**src/rtl/call_setup.sv**
```systemverilog
// Call setup front end: debounces the hook switch, collects keypad digits,
// classifies the call and supervises the answer phase for the billing counter.
module call_setup #(
    parameter int DEBOUNCE     = 3,
    parameter int LOCAL_DIGITS = 7,
    parameter int LONG_DIGITS  = 11,
    parameter int DIGIT_TMO    = 10,
    parameter int RING_TMO     = 30
) (
    input  logic       clk,
    input  logic       rst_n,
    input  logic       hook_off,
    input  logic       card,
    input  logic       key_valid,
    input  logic [3:0] key_code,
    input  logic       answer,
    input  logic       cut,
    output logic       state,
    output logic [1:0] decide,
    output logic [3:0] dial_cnt,
    output logic       busy_tone,
    output logic       digit_err
);
    localparam int DW      = $clog2(DEBOUNCE + 1);
    localparam int TMO_MAX = (RING_TMO > DIGIT_TMO) ? RING_TMO : DIGIT_TMO;
    localparam int TW      = $clog2(TMO_MAX + 1);

    typedef enum logic [2:0] {
        S_IDLE, S_DIAL, S_WAIT_ANS, S_TALK, S_FAIL
    } fsm_e;

    typedef enum logic [1:0] {
        CLS_NONE  = 2'b00,
        CLS_LOCAL = 2'b01,
        CLS_LONG  = 2'b10
    } cls_e;

    fsm_e          fsm_q, fsm_d;
    cls_e          cls_q, cls_d;
    logic          hk_q, hk_d;
    logic [DW-1:0] db_cnt_q, db_cnt_d;
    logic [TW-1:0] tmr_q, tmr_d;
    logic [3:0]    dial_cnt_q, dial_cnt_d;
    logic          state_q, state_d;
    logic [1:0]    decide_q, decide_d;
    logic          busy_q, busy_d;
    logic          err_q, err_d;
    logic          key_ok;
    logic [3:0]    target;

    always_comb begin
        // NOTE: every signal written here gets a default first, so no path can infer a latch.
        hk_d       = hk_q;
        db_cnt_d   = '0;
        fsm_d      = fsm_q;
        cls_d      = cls_q;
        tmr_d      = tmr_q;
        dial_cnt_d = dial_cnt_q;
        err_d      = 1'b0;
        target     = 4'(LOCAL_DIGITS);
        key_ok     = key_valid && (key_code <= 4'd9);

        // The hook level only moves after DEBOUNCE consecutive differing samples.
        if (hook_off != hk_q) begin
            if (db_cnt_q == DW'(DEBOUNCE - 1)) hk_d = hook_off;
            else                               db_cnt_d = db_cnt_q + 1'b1;
        end

        if (!hk_q || !card) begin
            fsm_d = S_IDLE;
        end else begin
            case (fsm_q)
                S_IDLE: begin
                    fsm_d      = S_DIAL;
                    tmr_d      = '0;
                    dial_cnt_d = '0;
                    cls_d      = CLS_NONE;
                end
                S_DIAL: begin
                    err_d = key_valid && !key_ok;
                    if (key_ok) begin
                        tmr_d      = '0;
                        dial_cnt_d = (dial_cnt_q == 4'hF) ? dial_cnt_q : dial_cnt_q + 1'b1;
                        if (dial_cnt_q == 4'd0)
                            cls_d = (key_code == 4'd0) ? CLS_LONG : CLS_LOCAL;
                        target = (cls_d == CLS_LONG) ? 4'(LONG_DIGITS) : 4'(LOCAL_DIGITS);
                        if (dial_cnt_d == target) fsm_d = S_WAIT_ANS;
                    end else if (tmr_q == TW'(DIGIT_TMO - 1)) begin
                        fsm_d = S_FAIL;
                    end else begin
                        tmr_d = tmr_q + 1'b1;
                    end
                end
                S_WAIT_ANS: begin
                    if (answer)                              fsm_d = S_TALK;
                    else if (tmr_q == TW'(RING_TMO - 1))     fsm_d = S_FAIL;
                    else                                     tmr_d = tmr_q + 1'b1;
                end
                S_TALK:  if (cut) fsm_d = S_FAIL;
                S_FAIL:  fsm_d = S_FAIL;
                default: fsm_d = S_IDLE;
            endcase
        end

        // Outputs are decoded from the next state so they line up with the FSM register.
        state_d  = (fsm_d == S_TALK);
        busy_d   = (fsm_d == S_FAIL);
        decide_d = (fsm_d == S_WAIT_ANS || fsm_d == S_TALK) ? cls_d : CLS_NONE;
    end

    // NOTE: sequential state uses non-blocking assignments so all flops update together.
    always_ff @(posedge clk or negedge rst_n) begin
        if (!rst_n) begin
            fsm_q      <= S_IDLE;
            cls_q      <= CLS_NONE;
            hk_q       <= 1'b0;
            db_cnt_q   <= '0;
            tmr_q      <= '0;
            dial_cnt_q <= '0;
            state_q    <= 1'b0;
            decide_q   <= 2'b00;
            busy_q     <= 1'b0;
            err_q      <= 1'b0;
        end else begin
            fsm_q      <= fsm_d;
            cls_q      <= cls_d;
            hk_q       <= hk_d;
            db_cnt_q   <= db_cnt_d;
            tmr_q      <= tmr_d;
            dial_cnt_q <= dial_cnt_d;
            state_q    <= state_d;
            decide_q   <= decide_d;
            busy_q     <= busy_d;
            err_q      <= err_d;
        end
    end

    assign state     = state_q;
    assign decide    = decide_q;
    assign dial_cnt  = dial_cnt_q;
    assign busy_tone = busy_q;
    assign digit_err = err_q;
endmodule

```
**config.mk**
```make
export PLATFORM = sky130hd
export DESIGN_NAME = call_setup
export DESIGN_NICKNAME = d
export VERILOG_FILES = /design/src/rtl/call_setup.sv
export SDC_FILE = /design/constraint.sdc
export NUM_CORES = 1
export LEC_CHECK = 0
export BUFFER_PORTS_ARGS = -buffer_cell sky130_fd_sc_hd__buf_2
export CORE_MARGIN = 4
export CORE_UTILIZATION = 55
export CTS_CLUSTER_DIAMETER = 30
export DETAILED_ROUTE_END_ITERATION = 16
export HOLD_SLACK_MARGIN = 0.12
export PLACE_DENSITY_LB_ADDON = 0.15
export SLEW_MARGIN = 10
export SYNTH_ARGS = -nofsm -noshare
export SYNTH_HDL_FRONTEND = slang
export SYNTH_SLANG_ARGS = --single-unit
```
**constraint.sdc**
```tcl
create_clock -name clk -period 2.2 [get_ports clk]
set_input_delay 0 -clock clk [delete_from_list [all_inputs] [get_ports clk]]
set_output_delay 0 -clock clk [all_outputs]
set_load 0.02 [all_outputs]
```
==> flow_summary.rst <==
.. list-table::
   :header-rows: 1

   * - Metric
     - Value
   * - Worst slew margin relative to its limit
     - 0.662
   * - Number of H-tree levels
     - 1
   * - Remaining Overflow, GRT
     - 0
   * - Total Routing Usage GR
     - 0.193
   * - Critical path startpoint
     - dial_cnt[0]
   * - Outcome
     - completed
   * - Top-level I/O count
     - 20
   * - Crit-path max FO
     - 3
   * - DRC
     - 0
   * - First-pass iteration count of the detailed router
     - 4
   * - Unique masters post-synth
     - 43
   * - Worst IR drop on VDD
     - 609 µV
   * - CTS tree
     - done
   * - Post-synthesis instance area
     - 1300 µm²
   * - Max Root-Sink Buffers
     - 2
   * - Initial core utilization
     - 0.582
   * - Detailed Route Iter0 Violations
     - 29
   * - Kind of path behind the tightest hold check
     - primary input to async pin
   * - Count of endpoints failing setup in the final report
     - 0
   * - Total of fill cells in the finished design
     - 177
   * - Endpoint kind of the worst setup timing path
     - flop
   * - Count of maximum capacitance violations
     - 0
   * - Vias in the first global route
     - 1099
   * - Number of clock sinks
     - 22
   * - Detailed-route wire length per cell
     - 14.9 µm
   * - Antenna-violating nets left
     - 0
   * - Worst reg-to-reg setup slack
     - 0.13 ns
   * - Number of inserted diodes
     - 0
   * - Async SR Flop Fraction
     - 1.00
   * - Syn avg cell area
     - 9.63 µm²
   * - Register cell area after layout
     - 551 µm²
   * - Leakage power summed over all cells
     - 0.000721 µW
   * - Final layout net count
     - 183
   * - Library cell contributing the largest single delay on the critical path
     - sky130_fd_sc_hd__dfrtp_1
   * - Clk pin slew, worst setup/hold paths
     - 0.12 ns
   * - Die ar.
     - 3210 µm²
   * - Synthesized net count
     - 150
   * - Pin count of the biggest net entering global routing
     - 23
   * - Site row count
     - 17
   * - Number of cell instances on the worst register-to-register path
     - 7
   * - Final Max Slew Viols
     - 0
   * - Sequential area share after synthesis
     - 0.423
   * - Finished Core Util
     - 0.695
   * - Die height
     - 56.6 µm
   * - Source of the worst register-to-register timing path
     - dial_cnt[0]
   * - Setup repair after global routing missed its margin
     - no
   * - Placeable core region
     - 2230 µm²
   * - Clock insertion delay at the later pin of the skew report
     - 0.30 ns
   * - Routed vias
     - 1131
   * - Synthesis-to-finish area growth
     - 19.4%
   * - Width of the die
     - 56.6 µm
   * - Critical path endpoint
     - fsm_q[0]
   * - Post-route minimum period
     - 2.07 ns
   * - PD cells
     - 702 nW/µm²
   * - Layout cell share with drive strength beyond 1
     - 0.217
   * - Count of synthesis-stage warnings from yosys
     - 0
   * - Footprint of the multi-input gates
     - 699 µm²
   * - Critical Path, Cell by Cell
     - inv_1, ha_1, or3b_4, mux2i_1, mux2_2, a211oi_1, a41o_1
   * - Cell at the root of the clock tree
     - sky130_fd_sc_hd__clkbuf_4
   * - Fmax
     - 484 MHz
   * - Data required time at the worst endpoint
     - 2.45 ns
   * - Setup TNS
     - 0 ns
   * - Destination of the worst register-to-register timing path
     - fsm_q[0]
   * - Startpoint class of the critical path
     - flop
   * - Clock buffers created by TritonCTS
     - 3
   * - Total half-perimeter wirelength after legalization and detailed placement
     - 2.09 mm
   * - Least-Margin Pin Slew
     - 0.503 ns
   * - Register bit count reported by yosys
     - 22
   * - Count of input and output buffers
     - 19
   * - Final hold vios
     - 0
   * - Initial antenna violation count
     - 0
   * - Wire length of the first global-routing pass
     - 4.93 mm
   * - Wirelength, routed
     - 2.88 mm
   * - Final worst-path cycle share
     - 0.940
   * - Crit Path Category
     - flop to flop
   * - Largest clock skew in the final design
     - 0.0159 ns
   * - CP peak stage delay
     - 0.40 ns
   * - Post-synth EDFFs
     - 0
   * - Routability congestion estimate from global placement
     - 0.834
   * - Critical Path AT
     - 2.32 ns
   * - Number of vias per cell after detailed routing
     - 5.83
   * - Post-Syn Instances
     - 135
   * - Most used flip-flop cell after synthesis
     - sky130_fd_sc_hd__dfrtp_1
==> state kept, by name, summed over array words and instances (netlist names) <==
signal	count
hk_q	1
db_cnt_q	2
decide	2
cls_q	2
digit_err	1
tmr_q	5
dial_cnt	4
busy_tone	1
state	1
fsm_q	3
==> metal layers <==
layer	track usage	vias to the layer above	share of wire	wire length (µm)
met2	0.330	29	0.49	1430
met1	0.259	545	0.45	1310
met5	0	-	0	0
met3	0.0207	4	0.044	128
li1	-	553	-	-
met4	0.0508	0	0.0076	22
==> worst min path at each step <==
stage               start     endpoint
global route          cut        state
detailed placement  rst_n  dial_cnt[0]
floorplan           rst_n    busy_tone
global placement    rst_n  dial_cnt[0]
finish              rst_n  dial_cnt[0]
CTS                 rst_n  dial_cnt[0]
==> area by class of cell <==
class / count / share of cell area
Clock buffer: 3 / 0.0145
Inverter: 8 / 0.0193
Multi-Input combinational cell: 101 / 0.450
Sequential cell: 22 / 0.355
Tap cell: 28 / 0.0226
Timing Repair Buffer: 32 / 0.139
==> Yosys cell counts (2+ instances only) <==
master	number	area share
sky130_fd_sc_hd__nand2b_1	6	0.029
sky130_fd_sc_hd__nand4_1	3	0.014
sky130_fd_sc_hd__or3_1	2	0.0096
sky130_fd_sc_hd__nor3_1	4	0.015
sky130_fd_sc_hd__and3_1	2	0.0096
sky130_fd_sc_hd__clkbuf_1	2	0.0058
sky130_fd_sc_hd__nor2_1	7	0.020
sky130_fd_sc_hd__nand3_1	5	0.019
sky130_fd_sc_hd__ha_1	4	0.039
sky130_fd_sc_hd__mux2_2	4	0.035
sky130_fd_sc_hd__and3b_1	2	0.013
sky130_fd_sc_hd__inv_1	8	0.023
sky130_fd_sc_hd__nand2_1	11	0.032
sky130_fd_sc_hd__a211oi_1	3	0.017
sky130_fd_sc_hd__a41o_1	2	0.015
sky130_fd_sc_hd__mux2i_1	2	0.015
sky130_fd_sc_hd__a21oi_1	10	0.039
sky130_fd_sc_hd__o21ai_0	7	0.027
sky130_fd_sc_hd__dfrtp_1	22	0.42
sky130_fd_sc_hd__nor2b_1	6	0.029
==> kinds of logic after synthesis <==
family,Yosys count,synth area share
AOI/OAI and AO/OA,35,0.205
xor gates and xnor gates,2,0.0135
adders and majority gates,4,0.0385
buffers and inverters,12,0.0414
DFF,22,0.423
muxes,6,0.0500
and+or+nand+nor,54,0.228
==> power breakdown <==
group / switching (µW) / internal, µW / total [µW]
combinational: 210 / 178 / 388
clock: 112 / 63.8 / 176
sequential: 64.3 / 462 / 526
==> cell usage in the layout (no fill, tap or decap), types with 2 or more instances in the layout <==
master and instances:
sky130_fd_sc_hd__mux2i_1 2, sky130_fd_sc_hd__dlygate4sd3_1 9, sky130_fd_sc_hd__nor2_1 7, sky130_fd_sc_hd__buf_4 4
sky130_fd_sc_hd__nand2b_1 6, sky130_fd_sc_hd__nand2_1 11, sky130_fd_sc_hd__a21oi_1 9, sky130_fd_sc_hd__nand3_1 5
sky130_fd_sc_hd__clkbuf_4 3, sky130_fd_sc_hd__a211oi_1 3, sky130_fd_sc_hd__mux2_2 4, sky130_fd_sc_hd__and3_1 2
sky130_fd_sc_hd__ha_1 4, sky130_fd_sc_hd__nand4_1 3, sky130_fd_sc_hd__o21ai_0 7, sky130_fd_sc_hd__nor2b_1 6
sky130_fd_sc_hd__dfrtp_1 22, sky130_fd_sc_hd__or3_1 2, sky130_fd_sc_hd__buf_2 19, sky130_fd_sc_hd__inv_1 8
sky130_fd_sc_hd__a41o_1 2, sky130_fd_sc_hd__and3b_1 2, sky130_fd_sc_hd__nor3_1 4
==> critical path: cells and delay by family (launching register included) <==
kind            cells  cell delay [ns]
simple gates        1             0.40
buf+inv             1             0.08
flops               1             0.40
mux                 2             0.58
compound gates      2             0.42
fa+ha+maj           1             0.14
==> repair_timing <==
| item | in CTS | in global routing |
|---|---|---|
| hold endpoints to repair | 31 | 0 |
| endpoints found under the setup margin | 0 | 1 |
| buffers inserted | 0 | 0 |
| gates resized for setup | 0 | 1 |
| hold buffers | 9 | 0 |
==> through the flow <==
| step | power, µW | std cells | area (µm²) | hold WS, ns | setup slack, ns |
|---|---|---|---|---|---|
| 6_report | 1090 | 194 | 1550 | 0.174 | 0.133 |
| 5_1_grt | 1170 | 194 | 1550 | 0.184 | 0.0492 |
| 4_1_cts | 1090 | 194 | 1550 | 0.177 | 0.0897 |
| 3_5_place_dp | 908 | 182 | 1440 | -0.0130 | 0.121 |
| 3_3_place_gp | 891 | 182 | 1440 | -0.0105 | 0.181 |
| 2_1_floorplan | 788 | 135 | 1300 | -0.296 | 0.156 |
(Power assumes the default switching activity.)
